[src/rtl/poly_voice_mixer.sv]
// Polyphonic sample-playback mixer: per-voice AR envelope, one memory read per voice per frame,
// gain-scaled accumulation and a saturated mono output sample.
`timescale 1ns/1ps
module poly_voice_mixer #(
    parameter int NUM_VOICES   = 8,
    parameter int SAMPLE_WIDTH = 16,
    parameter int ADDR_WIDTH   = 13,
    parameter int MEM_LATENCY  = 2,
    parameter int GAIN_WIDTH   = 8
) (
    input  logic                                  clk_in,
    input  logic                                  rst_in,
    input  logic                                  sample_tick,
    input  logic [NUM_VOICES-1:0]                 gate_in,
    input  logic                                  loop_en,
    output logic                                  mem_rd_out,
    output logic [$clog2(NUM_VOICES)-1:0]         mem_voice_out,
    output logic [ADDR_WIDTH-1:0]                 mem_addr_out,
    input  logic signed [SAMPLE_WIDTH-1:0]        mem_data_in,
    output logic signed [SAMPLE_WIDTH-1:0]        sample_out,
    output logic                                  sample_valid,
    output logic [NUM_VOICES-1:0]                 active_out,
    output logic                                  busy_out
);

    localparam int VW     = $clog2(NUM_VOICES);
    localparam int ACC_W  = SAMPLE_WIDTH + VW + 1;
    localparam int PROD_W = SAMPLE_WIDTH + GAIN_WIDTH + 1;
    localparam int CNT_W  = $clog2(NUM_VOICES + MEM_LATENCY + 2);

    localparam logic [CNT_W-1:0] NUM_RD    = CNT_W'(NUM_VOICES);
    localparam logic [CNT_W-1:0] LAST_DATA = CNT_W'(NUM_VOICES + MEM_LATENCY - 1);
    localparam logic [CNT_W-1:0] FRAME_END = CNT_W'(NUM_VOICES + MEM_LATENCY);

    localparam logic [GAIN_WIDTH-1:0] GAIN_MAX  = '1;
    localparam logic [GAIN_WIDTH-1:0] GAIN_NEAR = GAIN_MAX - 1'b1;

    localparam logic signed [ACC_W-1:0] SAT_MAX = ACC_W'({1'b0, {(SAMPLE_WIDTH-1){1'b1}}});
    localparam logic signed [ACC_W-1:0] SAT_MIN = ~SAT_MAX;

    typedef enum logic [1:0] {StIdle, StAttack, StSustain, StRelease} voice_state_e;

    voice_state_e            state_q [NUM_VOICES];
    voice_state_e            state_d [NUM_VOICES];
    voice_state_e            state_mid [NUM_VOICES];
    logic [GAIN_WIDTH-1:0]   gain_q  [NUM_VOICES];
    logic [GAIN_WIDTH-1:0]   gain_d  [NUM_VOICES];
    logic [ADDR_WIDTH-1:0]   addr_q  [NUM_VOICES];
    logic [ADDR_WIDTH-1:0]   addr_d  [NUM_VOICES];
    logic [NUM_VOICES-1:0]   gate_prev_q;
    logic [NUM_VOICES-1:0]   gate_rise;
    logic [NUM_VOICES-1:0]   gate_fall;

    logic                    busy_q;
    logic [CNT_W-1:0]        cnt_q;
    logic                    tick_ok;
    logic                    rd;
    logic [VW-1:0]           rd_voice;

    logic [MEM_LATENCY-1:0]  pipe_vld_q;
    logic [GAIN_WIDTH-1:0]   pipe_gain_q [MEM_LATENCY];

    logic signed [PROD_W-1:0]       data_ext;
    logic signed [PROD_W-1:0]       gain_ext;
    logic signed [PROD_W-1:0]       product;
    logic signed [PROD_W-1:0]       scaled_full;
    logic signed [ACC_W-1:0]        contrib;
    logic signed [ACC_W-1:0]        sum;
    logic signed [SAMPLE_WIDTH-1:0] sum_sat;
    logic signed [ACC_W-1:0]        acc_q;
    logic signed [SAMPLE_WIDTH-1:0] sample_q;
    logic                           valid_q;

    assign tick_ok   = sample_tick && !busy_q;
    assign rd        = busy_q && (cnt_q < NUM_RD);
    assign rd_voice  = cnt_q[VW-1:0];
    assign gate_rise = gate_in & ~gate_prev_q;
    assign gate_fall = ~gate_in & gate_prev_q;

    // Gate-edge transitions; the gain rule is then applied to the resulting state.
    always_comb begin
        for (int v = 0; v < NUM_VOICES; v++) begin
            state_mid[v] = state_q[v];
            if (gate_rise[v]) begin
                state_mid[v] = StAttack;
            end else if (gate_fall[v] &&
                         (state_q[v] == StAttack || state_q[v] == StSustain)) begin
                state_mid[v] = StRelease;
            end
        end
    end

    always_comb begin
        for (int v = 0; v < NUM_VOICES; v++) begin
            state_d[v] = state_q[v];
            gain_d[v]  = gain_q[v];
            addr_d[v]  = addr_q[v];
            if (tick_ok) begin
                state_d[v] = state_mid[v];
                if (gate_rise[v]) begin
                    addr_d[v] = '0;
                end
                case (state_mid[v])
                    StAttack: begin
                        if (gain_q[v] >= GAIN_NEAR) begin
                            gain_d[v]  = GAIN_MAX;
                            state_d[v] = StSustain;
                        end else begin
                            gain_d[v] = gain_q[v] + 1'b1;
                        end
                    end
                    StSustain: gain_d[v] = gain_q[v];
                    StRelease: begin
                        if (gain_q[v] <= GAIN_WIDTH'(1)) begin
                            gain_d[v]  = '0;
                            state_d[v] = StIdle;
                        end else begin
                            gain_d[v] = gain_q[v] - 1'b1;
                        end
                    end
                    default: gain_d[v] = '0;
                endcase
            end else if (rd && rd_voice == VW'(v) && state_q[v] != StIdle) begin
                if (addr_q[v] == '1) begin
                    addr_d[v] = '0;
                    if (!loop_en) begin
                        state_d[v] = StIdle;
                        gain_d[v]  = '0;
                    end
                end else begin
                    addr_d[v] = addr_q[v] + 1'b1;
                end
            end
        end
    end

    // Oldest pipeline stage lines up with the data returning from memory this cycle.
    always_comb begin
        data_ext    = PROD_W'(mem_data_in);
        gain_ext    = PROD_W'({1'b0, pipe_gain_q[MEM_LATENCY-1]});
        product     = data_ext * gain_ext;
        scaled_full = product >>> GAIN_WIDTH;
        contrib     = pipe_vld_q[MEM_LATENCY-1] ? ACC_W'(scaled_full) : '0;
        sum         = acc_q + contrib;
        if (sum > SAT_MAX) begin
            sum_sat = SAMPLE_WIDTH'(SAT_MAX);
        end else if (sum < SAT_MIN) begin
            sum_sat = SAMPLE_WIDTH'(SAT_MIN);
        end else begin
            sum_sat = SAMPLE_WIDTH'(sum);
        end
    end

    always_ff @(posedge clk_in or negedge rst_in) begin
        if (!rst_in) begin
            for (int v = 0; v < NUM_VOICES; v++) begin
                state_q[v] <= StIdle;
                gain_q[v]  <= '0;
                addr_q[v]  <= '0;
            end
            gate_prev_q <= '0;
        end else begin
            for (int v = 0; v < NUM_VOICES; v++) begin
                state_q[v] <= state_d[v];
                gain_q[v]  <= gain_d[v];
                addr_q[v]  <= addr_d[v];
            end
            if (tick_ok) begin
                gate_prev_q <= gate_in;
            end
        end
    end

    always_ff @(posedge clk_in or negedge rst_in) begin
        if (!rst_in) begin
            pipe_vld_q <= '0;
            for (int k = 0; k < MEM_LATENCY; k++) begin
                pipe_gain_q[k] <= '0;
            end
        end else begin
            pipe_vld_q[0]  <= rd;
            pipe_gain_q[0] <= (rd && state_q[rd_voice] != StIdle) ? gain_q[rd_voice] : '0;
            for (int k = 1; k < MEM_LATENCY; k++) begin
                pipe_vld_q[k]  <= pipe_vld_q[k-1];
                pipe_gain_q[k] <= pipe_gain_q[k-1];
            end
        end
    end

    always_ff @(posedge clk_in or negedge rst_in) begin
        if (!rst_in) begin
            busy_q   <= 1'b0;
            cnt_q    <= '0;
            acc_q    <= '0;
            sample_q <= '0;
            valid_q  <= 1'b0;
        end else begin
            valid_q <= 1'b0;
            if (tick_ok) begin
                busy_q <= 1'b1;
                cnt_q  <= '0;
                acc_q  <= '0;
            end else if (busy_q) begin
                cnt_q <= cnt_q + 1'b1;
                acc_q <= sum;
                if (cnt_q == LAST_DATA) begin
                    sample_q <= sum_sat;
                    valid_q  <= 1'b1;
                end
                if (cnt_q == FRAME_END) begin
                    busy_q <= 1'b0;
                end
            end
        end
    end

    always_comb begin
        for (int v = 0; v < NUM_VOICES; v++) begin
            active_out[v] = (state_q[v] != StIdle);
        end
    end

    assign mem_rd_out    = rd;
    assign mem_voice_out = rd ? rd_voice : '0;
    assign mem_addr_out  = rd ? addr_q[rd_voice] : '0;
    assign sample_out    = sample_q;
    assign sample_valid  = valid_q;
    assign busy_out      = busy_q;

endmodule

[config.mk]
export PLATFORM = sky130hd
export DESIGN_NAME = poly_voice_mixer
export DESIGN_NICKNAME = d
export VERILOG_FILES = /design/src/rtl/poly_voice_mixer.sv
export SDC_FILE = /design/constraint.sdc
export NUM_CORES = 1
export LEC_CHECK = 0
export ABC_AREA = 1
export CAP_MARGIN = 20
export CELL_PAD_IN_SITES_DETAIL_PLACEMENT = 1
export CELL_PAD_IN_SITES_GLOBAL_PLACEMENT = 2
export CORE_MARGIN = 5
export CORE_UTILIZATION = 37
export CTS_CLUSTER_SIZE = 30
export DETAILED_ROUTE_END_ITERATION = 16
export MAX_ROUTING_LAYER = met4
export PLACE_DENSITY = 0.93
export SETUP_SLACK_MARGIN = 0.1
export SLEW_MARGIN = 20
export SYNTH_ARGS = -nofsm -noshare
export SYNTH_HDL_FRONTEND = slang
export SYNTH_SLANG_ARGS = --single-unit
[constraint.sdc]
create_clock -name clk_in -period 8 [get_ports clk_in]
set_input_delay 2.4 -clock clk_in [delete_from_list [all_inputs] [get_ports clk_in]]
set_output_delay 2.4 -clock clk_in [all_outputs]
set_load 0.1 [all_outputs]
* Word-level counts from Yosys, hierarchy flattened
Cells that the tools add are included.
Operators by class: muxes and demuxes 171, reduce and logical (&&, ||, !) cells 88, shifts and indexed selects 0, $mul 1, equality and inequality tests 74, div/mod/pow operators 0, $lt $le $gt $ge 20, add/sub/neg operators 26, bitwise logic cells 6
Operators with widths (number):
- 13-bit 2-to-1 mux | 35
- 8-bit 2-to-1 mux | 44
- 8-bit one-hot mux with 3 select lines | 8
- 2-bit 2-to-1 mux | 59
- 13-bit by 1-bit adder with 13-bit output (second input constant) | 8
- 13-bit == test (second input constant) | 8
- 8-bit by 1-bit adder with 8-bit output (second input constant) | 8
- 8-bit >= comparator (second input constant) | 8
- 8-bit by 1-bit less-or-equal comparator with 1-bit output (second input constant) | 8
- 8-bit by 1-bit subtractor with 8-bit output (second input constant) | 8
- 20-bit 2-to-1 mux | 3
- 2-bit nonzero test | 26
- 2-bit == test (second input constant) | 24
- 13-bit binary-select mux with 3-bit select | 1
- 2-bit by 1-bit == test with 1-bit output (second input constant) | 16
- 16-bit 2-to-1 mux | 2
- 2-bit != test (second input constant) | 16
- 2-bit one-hot mux with 2 select lines | 8
- 4-bit AND reduction | 8
- 1-bit logical AND | 27
- 3-bit AND reduction | 9
- 16-bit by 9-bit multiplier with 25-bit output | 1
- 8-bit binary-select mux with 3-bit select | 1
- 20-bit adder | 1
- 22 further kinds | 49
Storage, ports and cells: input bits 28, logic and storage cells 419, memory bits (writable) 0, memories kept 0, output and inout port bits 43, register bits 252, bits in latches 0, bits in read-only memories 0

* Longest topological paths before layout
word-level depth 8, gate-level depth with buffers 40, depth with buffers taken out 37

* Least setup slack after synthesis
Ideal clock, no wire load.
path kind input port to flip-flop, start point input port mem_data_in[11], end point register sample_q[5] (netlist: sample_out[5]), buffers on the path 2, arrival time 7.981 ns, stages on the path 34, setup time 0.068 ns, required time 7.932 ns, slack -0.049 ns, cells stage by stage clkbuf_1 nand2_1 fa_1 inv_1 fa_1 fa_1 inv_1 fa_1 inv_1 ha_1 nand2_1 nand2_1 o21bai_1 o21bai_1 a21oi_1 nor3_1 or2_2 nand2_1 nand2_1 o21ai_0 a21oi_1 ha_1 nand2_1 nor3_2 nand4_1 nand3_2 xor2_2 nand3_1 nand3_2 buf_6 nand2_1 nand2_1 nand2_1 nand2_1
On the way: word-level cells in the longest chain between the ends 6, elaborated cells between the ends (all ways) 7, those cells by class 1 x add/sub; 1 x mul; 2 x order compare; 3 x mux
RTL lines:
- from (decl) | RTL line 19 | input logic signed [SAMPLE_WIDTH-1:0] mem_data_in,
- 16-bit by 9-bit multiplier with 25-bit output (*) | RTL line 141 | product = data_ext * gain_ext;
- 20-bit 2-to-1 mux (*) | RTL line 143 | contrib = pipe_vld_q[MEM_LATENCY-1] ? ACC_W'(scaled_full) : '0;
- 20-bit adder (*) | RTL line 144 | sum = acc_q + contrib;
- 20-bit by 16-bit less-than comparator with 1-bit output | RTL line 147 | end else if (sum < SAT_MIN) begin
- 16-bit 2-to-1 mux | RTL line 147
- 16-bit 2-to-1 mux (*) | RTL line 145 | if (sum > SAT_MAX) begin
- to (signal assigned) | RTL line 207 | sample_q <= sum_sat;
- to (decl) | RTL line 71 | logic signed [SAMPLE_WIDTH-1:0] sample_q;
Every way passes the cells marked *; elsewhere a longest branch is shown, timed or not. A chain may end at the register's enable or synchronous reset.

* Worst setup path after layout
start point input port mem_data_in[3], end point register sample_q[2] (netlist: sample_out[2])
The elaborated chain is that of the path after synthesis.

==> impl_metrics.yaml <==
status:
  status: "completed"
synth:
  synth.avg_cell_area_sq_um: 7.268
  yosysWarnings: 0
  synth.most_common_cell: "inv_1"
  synth_seq_area_share: 0.2886
  postSynthCellCount: 3006
  async_flop_share: 1.000
  synth_top_area_frac: 0.2886
  syn_nets: 3255
  synth-main-ff-cell: "dfrtp_1"
  synth_area_leaders: "dfrtp_1 (29%), inv_1 (9.5%), nand2_1 (9.5%)"
  synth_edf_count: 0
  synth-seq-cells: 252
  synth_top_area_cell: "dfrtp_1"
  yosys-top-cells-count: "inv_1 (552), nand2_1 (551), o21ai_0 (285)"
  ys_types: 63
  syn-cell-area_sq_um: 21850
timing:
  grt_setup_unrepaired: "yes"
  holdWs_ps: 351.2
  fin_crit_ps: 7863
  setup_viol_count_final: 0
  fin_ws_ps: 137.1
  fin_worst_skew_ps: 37.06
  period_share: 0.9829
  slew_violations: 0
  fmax_ghz: 0.1272
  tightest_slew_ps: 1080
  final_hold_viol_count: 0
  slew-limit-headroom: 0.2777
drt:
  drt_wl_total_microns: 77550
  wl_per_cell_microns: 19.49
  vias_per_cell: 5.374
  ant_nets: 0
  drcViolationCount: 0
  vias: 21380
  firstDrtPassIters: 6
  drtIter0Drc: 1138
critical_path:
  worstSetupPathType: "in -> reg"
  cp_slowest_cell: "fa_1"
  cp.required_ps: 8470
  cp_common_cell: "nand2_1"
  critPathCaptureType: "flip-flop"
  startpoint_type: "input port"
  critical_path.max_fanout: 7
  max_stage_delay_ps: 580
  crit_arrival_ps: 8340
floorplanning:
  start_util: 0.3716
  die_h_microns: 253.0
  io-pin-count: 71
  coreArea_sq_um: 58800
  die_x_microns: 253.0
  num_rows: 89
  dieArea_sq_um: 64010
cells_and_area:
  syn_to_final_growth_pct: 21.08
  drive_gt1_frac: 0.1460
  fillers: 7303
  final_net_count: 3429
placement:
  routabilityCongestion: 0.9158
  post-dp-hpwl_microns: 56500
  io_buffers: 70
  place_ws_ps: -1074
global_routing:
  grt_start_max_net_pins: 116
  overflow: 0
  grt_pass1_wl_microns: 121900
  track_usage: 0.2381
  antenna_found_initial: 0
  grt_pass1_vias: 23180
clock_network:
  cts_tree: "yes"
  clock_sinks: 252
  htreeDepth: 1
  cts_root_buf: "clkbuf_16"
  cts_buffers: 31
  path_clk_slew_ps: 60
  clk_latency_ps: 610
  clk_path_buf_depth: 3
hold_path:
  holdCritPathClass: "reg -> reg"
job:
  maxCapViolations: 0
-- cells by family (layout without fill, tap and decap cells) --
kind of cell,after synthesis,in the layout,synth area share
other,0,1,0
buffers and inverters,665,863,0.1164
AOI/OAI and AO/OA,674,674,0.1772
and+or+nand+nor,1079,1080,0.2097
adders and majority gates,221,221,0.1616
DFF,252,252,0.2886
xor gates and xnor gates,115,115,0.04645
-- critical path: cells and delay by family --
family	cells	cell delay, ps
buf+inv	10	1030
compound gates	3	400
simple gates	21	2020
fa+ha+maj	6	2490
-- per-stage QoR --
step / utilization / cell area, sq um / instances / TNS [ps]
global placement: 0.4127 / 24270 / 3889 / -18080
detailed placement: 0.4127 / 24270 / 3889 / -24640
floorplan: - / 21920 / 3006 / 0
global route: 0.4498 / 26450 / 3978 / -2123
CTS: 0.4394 / 25830 / 3961 / 0
finish: 0.4499 / 26450 / 3979 / 0
-- metal layers --
metal  part of all wire  GRT usage  wire [microns]
met2               0.51     0.4227           39560
met3              0.032    0.02835            2491
met4              0.042    0.07805            3241
met1               0.42     0.2814           32260
met5                  0          -               0
-- layout make-up --
class | instances | area [sq um] | area share
clock buffer | 45 | 878.3 | 0.03321
inverter | 560 | 2105 | 0.07956
sequential | 252 | 6307 | 0.2384
tap | 773 | 967.2 | 0.03656
multi-input combinational | 2090 | 13910 | 0.5260
clock inverter | 13 | 188.9 | 0.007143
antenna | 1 | 2.502 | 0.00009460
timing repair buffer | 245 | 2090 | 0.07899
-- sequential cells by signal, summed over array words and instances (netlist names) --
| name | cells |
|---|---|
| state_q | 16 |
| cnt_q | 4 |
| gain_ext | 8 |
| busy_out | 1 |
| gain_q | 64 |
| sample_valid | 1 |
| addr_q | 104 |
| pipe_gain_q | 8 |
| sample_out | 16 |
| acc_q | 20 |
| pipe_vld_q | 2 |
| gate_prev_q | 8 |
-- path summary, 6_finish.rpt --
check / cells after the start / to / start / slack (ps)
min in group asynchronous: 1 / acc_q[0]$_DFFE_PN0P_ / rst_in / 1760
min reg2reg: 0 / gain_ext[3]$_DFF_PN0_ / pipe_gain_q[11]$_DFF_PN0_ / 350
max reg2reg: 33 / sample_out[2]$_DFFE_PN0P_ / gain_ext[0]$_DFF_PN0_ / 1020
max in group asynchronous: 2 / cnt_q[0]$_DFFE_PN0P_ / rst_in / 4700
max: 40 / sample_out[2]$_DFFE_PN0P_ / mem_data_in[3] / 140
min: 0 / gain_ext[3]$_DFF_PN0_ / pipe_gain_q[11]$_DFF_PN0_ / 350
-- cells in the final DEF (no fill, tap or decap), types with 93 or more instances in the layout --
master | Yosys | layout
dfrtp_1 | 252 | 251
a21oi_1 | 205 | 176
nand3_1 | 108 | 103
ha_1 | 119 | 93
nand2_1 | 551 | 494
nor2_1 | 235 | 226
buf_4 | 5 | 162
inv_1 | 552 | 529
fa_1 | 102 | 93
nor3_1 | 108 | 103
o21ai_0 | 285 | 266
-- repair_timing --
item	in CTS	in global routing
gates cloned	1	1
pin swaps	46	132
gates resized for setup	122	174
hold endpoints to repair	0	0
setup buffers	13	16
endpoints found under the setup margin	24	26
hold buffers	0	0
Power is left out: the tool's default activity adds up to more than one toggle a clock period on the data nets, which glitch-free logic cannot reach.
